`src/rtl/stopwatch_ctrl.sv`:
```
// Stopwatch control core: RUN/PAUSE/ADJ sequencing, MM:SS BCD counting and
// adjust-mode blink flags for the seven-segment multiplexer.
module stopwatch_ctrl #(
    parameter int MIN_MAX = 59,
    parameter int SEC_MAX = 59
) (
    input  logic       clk,
    input  logic       rst_n,
    input  logic       tick_1hz,
    input  logic       tick_2hz,
    input  logic       tick_4hz,
    input  logic       btn_pause,
    input  logic       btn_reset,
    input  logic       sw_adj,
    input  logic       sw_sel,
    output logic [3:0] min_tens,
    output logic [3:0] min_ones,
    output logic [3:0] sec_tens,
    output logic [3:0] sec_ones,
    output logic       running,
    output logic       adjusting,
    output logic       blank_min,
    output logic       blank_sec,
    output logic       wrap
);

    typedef enum logic [1:0] {
        PAUSE = 2'd0,
        RUN   = 2'd1,
        ADJ   = 2'd2
    } state_t;

    localparam logic [7:0] MIN_MAX_BCD = {4'(MIN_MAX / 10), 4'(MIN_MAX % 10)};
    localparam logic [7:0] SEC_MAX_BCD = {4'(SEC_MAX / 10), 4'(SEC_MAX % 10)};

    state_t     state, state_nxt;
    logic       resume, resume_nxt;
    logic       blink_phase;
    logic [7:0] min_bcd, sec_bcd;

    logic pause_p0, pause_p1, pause_p2;
    logic reset_p0, reset_p1, reset_p2;
    logic adj_p0, adj_p1;
    logic sel_p0, sel_p1;
    logic pause_edge, reset_edge;

    // Two-digit BCD increment that wraps to 00 once the field reaches its maximum.
    function automatic logic [7:0] bcd_inc(input logic [7:0] v, input logic [7:0] max);
        if (v == max)
            return 8'h00;
        if (v[3:0] == 4'd9)
            return {v[7:4] + 4'd1, 4'd0};
        return {v[7:4], v[3:0] + 4'd1};
    endfunction

    // Input synchronizers; the third button flop is the delayed copy for edge detection.
    always_ff @(posedge clk or negedge rst_n) begin
        if (!rst_n) begin
            pause_p0 <= 1'b0;
            pause_p1 <= 1'b0;
            pause_p2 <= 1'b0;
            reset_p0 <= 1'b0;
            reset_p1 <= 1'b0;
            reset_p2 <= 1'b0;
            adj_p0   <= 1'b0;
            adj_p1   <= 1'b0;
            sel_p0   <= 1'b0;
            sel_p1   <= 1'b0;
        end else begin
            pause_p0 <= btn_pause;
            pause_p1 <= pause_p0;
            pause_p2 <= pause_p1;
            reset_p0 <= btn_reset;
            reset_p1 <= reset_p0;
            reset_p2 <= reset_p1;
            adj_p0   <= sw_adj;
            adj_p1   <= adj_p0;
            sel_p0   <= sw_sel;
            sel_p1   <= sel_p0;
        end
    end

    assign pause_edge = pause_p1 & ~pause_p2;
    assign reset_edge = reset_p1 & ~reset_p2;

    always_ff @(posedge clk or negedge rst_n) begin
        if (!rst_n) begin
            state  <= PAUSE;
            resume <= 1'b0;
        end else begin
            state  <= state_nxt;
            resume <= resume_nxt;
        end
    end

    // The adjust switch outranks a pause edge arriving in the same cycle.
    always_comb begin
        state_nxt  = state;
        resume_nxt = resume;
        case (state)
            PAUSE: begin
                if (adj_p1) begin
                    state_nxt  = ADJ;
                    resume_nxt = 1'b0;
                end else if (pause_edge) begin
                    state_nxt = RUN;
                end
            end
            RUN: begin
                if (adj_p1) begin
                    state_nxt  = ADJ;
                    resume_nxt = 1'b1;
                end else if (pause_edge) begin
                    state_nxt = PAUSE;
                end
            end
            ADJ: begin
                if (!adj_p1)
                    state_nxt = resume ? RUN : PAUSE;
            end
            default: state_nxt = PAUSE;
        endcase
    end

    // A reset edge clears the count ahead of any increment in the same cycle.
    always_ff @(posedge clk or negedge rst_n) begin
        if (!rst_n) begin
            min_bcd <= 8'h00;
            sec_bcd <= 8'h00;
            wrap    <= 1'b0;
        end else begin
            wrap <= 1'b0;
            if (reset_edge) begin
                min_bcd <= 8'h00;
                sec_bcd <= 8'h00;
            end else if (state == RUN && tick_1hz) begin
                sec_bcd <= bcd_inc(sec_bcd, SEC_MAX_BCD);
                if (sec_bcd == SEC_MAX_BCD) begin
                    min_bcd <= bcd_inc(min_bcd, MIN_MAX_BCD);
                    if (min_bcd == MIN_MAX_BCD)
                        wrap <= 1'b1;
                end
            end else if (state == ADJ && tick_2hz) begin
                if (sel_p1)
                    min_bcd <= bcd_inc(min_bcd, MIN_MAX_BCD);
                else
                    sec_bcd <= bcd_inc(sec_bcd, SEC_MAX_BCD);
            end
        end
    end

    always_ff @(posedge clk or negedge rst_n) begin
        if (!rst_n)
            blink_phase <= 1'b0;
        else if (state != ADJ && adj_p1)
            blink_phase <= 1'b0;
        else if (state == ADJ && tick_4hz)
            blink_phase <= ~blink_phase;
    end

    assign running   = (state == RUN);
    assign adjusting = (state == ADJ);
    assign blank_min = adjusting & sel_p1 & blink_phase;
    assign blank_sec = adjusting & ~sel_p1 & blink_phase;

    assign min_tens = min_bcd[7:4];
    assign min_ones = min_bcd[3:0];
    assign sec_tens = sec_bcd[7:4];
    assign sec_ones = sec_bcd[3:0];

endmodule

```
`config.mk`:
```
export PLATFORM = sky130hd
export DESIGN_NAME = stopwatch_ctrl
export DESIGN_NICKNAME = d
export VERILOG_FILES = /design/src/rtl/stopwatch_ctrl.sv
export SDC_FILE = /design/constraint.sdc
export NUM_CORES = 1
export LEC_CHECK = 0
export ABC_AREA = 1
export CAP_MARGIN = 15
export CORE_MARGIN = 5
export CORE_UTILIZATION = 51
export DETAILED_ROUTE_END_ITERATION = 8
export PLACE_DENSITY = 0.84
export SYNTH_ARGS = -nofsm -noshare
export SYNTH_HDL_FRONTEND = slang
export SYNTH_SLANG_ARGS = --single-unit
```
`constraint.sdc`:
```
create_clock -name clk -period 1.68 [get_ports clk]
set_input_delay 0.252 -clock clk [delete_from_list [all_inputs] [get_ports clk]]
set_output_delay 0.252 -clock clk [all_outputs]
set_load 0.005 [all_outputs]
```
## Word level (Yosys, flattened, before mapping)

Cells that the tools add are included.

- Muxes and demuxes: 70
- Add/subtract/negate cells: 4
- Reductions and logical operators: 17
- Bitwise operators: 10
- Equality and inequality tests: 16

Operators by type and width:

| operator | number |
|---|---|
| 8-bit two-way mux | 21 |
| 1-bit two-way mux | 42 |
| 4-bit by 1-bit adder with 4-bit output (second input constant) | 4 |
| 8-bit by 7-bit == test with 1-bit output (second input constant) | 2 |
| 2-bit two-way mux | 5 |
| 3-bit AND reduction | 3 |
| 4-bit == test (second input constant) | 2 |
| 4-bit by 2-bit != test with 1-bit output (second input constant) | 2 |
| 4-bit nonzero test | 2 |
| 1-bit AND | 6 |
| 2-bit != test (second input constant) | 3 |
| 3-bit by 1-bit != test with 1-bit output (second input constant) | 2 |
| 2-bit case mux with 3 select lines | 1 |
| 3-bit nonzero test | 2 |
| 5-bit AND reduction | 1 |
| 1-bit logical AND | 4 |
| 1-bit inverter | 4 |
| 4-bit AND reduction | 1 |
| 2-bit nonzero test | 2 |
| 3-bit by 2-bit != test with 1-bit output (second input constant) | 1 |
| 3-bit != test (second input constant) | 1 |
| 2-bit by 1-bit == test with 1-bit output (second input constant) | 1 |
| 2-bit == test (second input constant) | 1 |
| 2-bit zero test | 1 |
| other kinds (3) | 3 |

- Register bits: 31
- Word-level logic and storage cells: 135
- Input bits: 9
- Output and inout bits: 21

## Longest topological paths before layout

Gate-level depths: netlist of run 1.

- Word-level depth: 17
- Depth in mapped cells: 9
- Depth with buffers taken out: 9

## Least setup slack after synthesis of run 1

No wires, ideal clock.

- Kind: register -> register
- Start point: register sec_bcd[1]
- End point: register min_bcd[0]
- Buffers on the path: 0
- Setup time: 0.117 ns
- Stages on the path, launching flop included: 10
- Clock period less this slack: 1.408 ns
- Setup slack: 0.272 ns
- Data arrival time: 1.290 ns
- Required time: 1.563 ns
- Cells stage by stage: dfrtp_1 inv_1 ha_1 nand2_1 nor2_1 nand2_1 nand2_1 nand2_1 nor2_1 nor2_1

- Cells in the longest elaborated chain, start to end: 3

Ends and longest elaborated chain:

| element | RTL line | source |
|---|---|---|
| from (decl) | 39 | `logic [7:0] min_bcd, sec_bcd;` |
| from (signal assigned) | 137 | `sec_bcd <= bcd_inc(sec_bcd, SEC_MAX_BCD);` |
| from (signal assigned) | 147 | `sec_bcd <= bcd_inc(sec_bcd, SEC_MAX_BCD);` |
| 8-bit by 7-bit == test with 1-bit output | 138 | `if (sec_bcd == SEC_MAX_BCD) begin` |
| 3-bit by 2-bit != test with 1-bit output (no line) | - |  |
| 3-bit AND reduction (no line) | - |  |
| to (signal assigned) | 139 | `min_bcd <= bcd_inc(min_bcd, MIN_MAX_BCD);` |
| to (signal assigned) | 145 | `min_bcd <= bcd_inc(min_bcd, MIN_MAX_BCD);` |
| to (decl) | 39 |  |

Every way passes these cells.
A chain may end at the register's enable or synchronous reset.

## Worst setup path after layout of run 1

- Start point: register sec_bcd[3]
- End point: output sec_ones[3]

RTL lines:

| element | RTL line | source |
|---|---|---|
| to (decl) | 19 | `output logic [3:0] sec_ones,` |

No word-level cell between the ends.

==> results_dict.tcl, run 1 <==
set metrics [dict create \
    status "completed" \
    die_w_um 64.8 \
    synthXorXnorAreaFrac_pct 1.71 \
    ff2ff_setup_slack_ps 180 \
    clock-root-buffer "clkbuf_4" \
    numCtsBuffers 5 \
    yosys_warnings 0 \
    cp.arrival_ps 1340 \
    synthSimpleGateAreaFrac_pct 30.7 \
    cpMaxStageDelayCell "clkdlybuf4s50_1" \
    grt_overflow 0 \
    power.internal_uw 1600 \
    drt_wl_total_um 3400 \
    synth_common_cells "41 x nand2_1, 31 x dfrtp_1, 28 x nor2_1, 22 x nand3_1, 18 x inv_1" \
    crit_path_end "sec_ones[3]" \
    grt_max_degree 32 \
    clock_path_buffers 2 \
    critical_path_required_ps 1430 \
    drive_gt1_share_pct 15.4 \
    p_per_area_nw_per_um2 1150 \
    synth_cell_types 23 \
    nets 244 \
    hpwlAfterDp_um 2410 \
    synth_area_leaders "dfrtp_1 51%, nand2_1 10%, nand3_1 7.2%, nor2_1 6.9%, ha_1 6.5%" \
    criticalPathCategory "reg -> out" \
    finalCriticalPeriod_ps 1590 \
    slew_headroom_pct 74.4 \
    yosysMostFrequentCell "nand2_1" \
    end_kind "output pin" \
    initial_core_util_pct 51.5 \
    first_global_vias 1367 \
    synthAdderAreaFrac_pct 6.53 \
    crit_buf_inv 1 \
    core_area_um2 2980 \
    grt_first_pass_wirelength_um 5980 \
    synth_top_area_cell "dfrtp_1" \
    ctsHoldBuffers 0 \
    p_sw_share_pct 31.7 \
    first_pass_iters 4 \
    rows 20 \
    critical_path.cell_chain "clkdlybuf4s50_1" \
    r2r_start "sec_bcd[5]" \
    critPathMaxStageDelay_ps 550 \
    min_period_over_period_pct 94.5 \
    die_h_um 64.8 \
    tightest_slew_ps 384 \
    seq_area_um2 781 \
    hold_violations 0 \
    avgSynthCellArea_um2 8.38 \
    rr_endpoint "min_bcd[6]" \
    wl_per_cell_um 13.0 \
    maxSlewViolCount 0 \
    clkSinkCount 31 \
    seqPwrFrac_pct 44.7 \
    io_buffers 29 \
    synth_nets 200 \
    place.gp.congestion 0.859 \
    grt_use_total_pct 18.5 \
    reg2reg_depth 9 \
    synth_compound_gate_area_share_pct 4.08 \
    hold_class "in -> async" \
    dieArea_um2 4200 \
    p_leak_uw 0.000978 \
    antenna_found_initial 0 \
    pwr-share-comb_pct 29.2 \
    via_count 1381 \
    crit_start "sec_bcd[3]" \
    pwr-share-clk_pct 26.1 \
    ys_seq_area_share_pct 50.6 \
    drt_iter0_drc 51 \
    setup_tns_ps 0 \
    async_reset_ff_share_pct 100 \
    ioPinCount 30 \
    routed_via_density 5.29 \
    ys_ff_latch 31 \
    worst_clock_skew_ps 17.4 \
    drv.max_cap_violation_count 0 \
    startpoint_type "flip-flop" \
    cts_tree "yes" \
    synth-edff-count 0 \
    syn_inst 183 \
    synth_top_area_share_pct 50.6 \
    drc 0 \
    clock_latency_ps 330 \
    clk_pin_slew_worst_paths_ps 110 \
    synth_top_family_by_area "simple AND/OR/NAND/NOR gates" \
    syn2layout_area_growth_pct 32.3 \
    synthFlopType "dfrtp_1" \
    synthMuxAreaShare_pct 1.31 \
    synth_area_um2 1530 \
    fmax_mhz 630 \
    critPathTopFamily "buffers and inverters" \
    cp_max_fo 5 \
    grt_setup_unrepaired "yes" \
    finalSetupViolations 0 \
    diodes 0 \
    fillers 259 \
    htreeDepth 2 \
    cp.depth 1 \
    ant_nets 0 \
    power_switching_uw 741 \
    ir_drop_v 0.000659 \
    fin_ws_ps 92.9 \
    multi_input_area_um2 704 \
    dpl_worst_slack_ps 76.8 \
]
[per-stage QoR]
step	cells	utilization [%]	hold WS [ps]	total power, uW	cell area, um2
floorplan	183	-	-43.6	1360	1530
global route	261	68.2	324	2510	2030
detailed placement	249	63.7	337	1720	1900
finish	261	68.2	301	2340	2030
CTS	261	67.7	312	2350	2020
global placement	249	63.7	331	1690	1900
[registers in the layout, summed over array words and instances, names as in the netlist]
name / flops
blink_phase: 1
sel_p1: 1
wrap: 1
reset_p0: 1
adj_p0: 1
state: 2
pause_p0: 1
resume: 1
min_bcd: 8
adj_p1: 1
sel_p0: 1
reset_p2: 1
reset_p1: 1
pause_p1: 1
pause_p2: 1
sec_bcd: 8
[worst reg2reg max path, delay by kind of cell, from the launching register on]
family                   cells  cell delay, ps
adder cells (fa/ha/maj)      1             170
buffers and inverters        2             130
flip-flops                   1             450
AND/OR/NAND/NOR              6             650
[layout by cell type (no fill, tap or decap), types with 2 or more instances in the layout]
master / netlist / layout
nor3_1: 3 / 2
nor2_1: 28 / 27
dfrtp_2: 0 / 4
inv_2: 3 / 3
clkdlybuf4s50_1: 0 / 25
a21oi_1: 2 / 2
nand2_1: 41 / 40
xor2_1: 2 / 2
ha_1: 8 / 8
dfrtp_1: 31 / 27
o21ai_0: 2 / 2
nor2_4: 1 / 3
o21ai_1: 4 / 4
buf_4: 0 / 8
nand3_1: 22 / 21
clkbuf_4: 0 / 5
mux2i_1: 2 / 2
inv_1: 18 / 18
nand4_1: 6 / 6
clkbuf_2: 0 / 2
dlygate4sd2_1: 0 / 2
nand2_2: 2 / 3
[final cells by class]
cell class                 instances  share of cell area [%]
clock inverter                     2                    1.73
tap                               33                    2.03
sequential                        31                    38.5
inverter                          21                    3.88
clock buffer                       6                    2.53
multi-input combinational        131                    34.7
timing repair buffer              37                    16.6
[cells by family after synthesis]
family / count (synthesis)
AO/OA/AOI/OAI: 11
XOR/XNOR: 3
adder cells (fa/ha/maj): 8
buffers and inverters: 21
flip-flops: 31
multiplexers: 2
AND/OR/NAND/NOR: 107
[power groups by stage]
| stage | Sequential [uW] | Combinational, uW | Clock [uW] |
|---|---|---|---|
| finish | 1040 | 683 | 609 |
| global route | 1070 | 769 | 673 |
| CTS | 1040 | 685 | 625 |
| detailed placement | 1060 | 660 | 0 |
| global placement | 1060 | 635 | 0 |
| floorplan | 1030 | 324 | 0 |
[worst min-delay path by stage]
stage                             to  slack, ps  depth (start not counted)
after floorplan               adj_p0        -40                          0
after global placement        sel_p1        330                          0
after detailed placement      adj_p1        340                          0
after CTS                 sec_bcd[2]        310                          2
after global routing        reset_p0        320                          1
final                     sec_bcd[2]        300                          2
[layer usage]
layer / part of all wire [%] / vias to the layer above / GRT usage (%) / wire, um
met5: 0 / - / 0 / 0
met4: 0.91 / 0 / 5.54 / 31
met3: 5.2 / 5 / 5.72 / 178
met2: 53 / 34 / 33.2 / 1800
met1: 41 / 657 / 20.7 / 1400
li1: - / 685 / - / -
[timing repair]
item,CTS,global route
setup buffers,4,0
endpoints found under the hold margin,0,0
cloned,0,0
setup endpoints to repair,4,14
gates resized for setup,6,12
Power figures use the tool's default switching activity.
==> inputs of run 2 (changes only) <==
- SLEW_MARGIN: unset -> 10
==> results of run 2 <==
No change in the layout: final DEF, timing and power equal those of run 1.
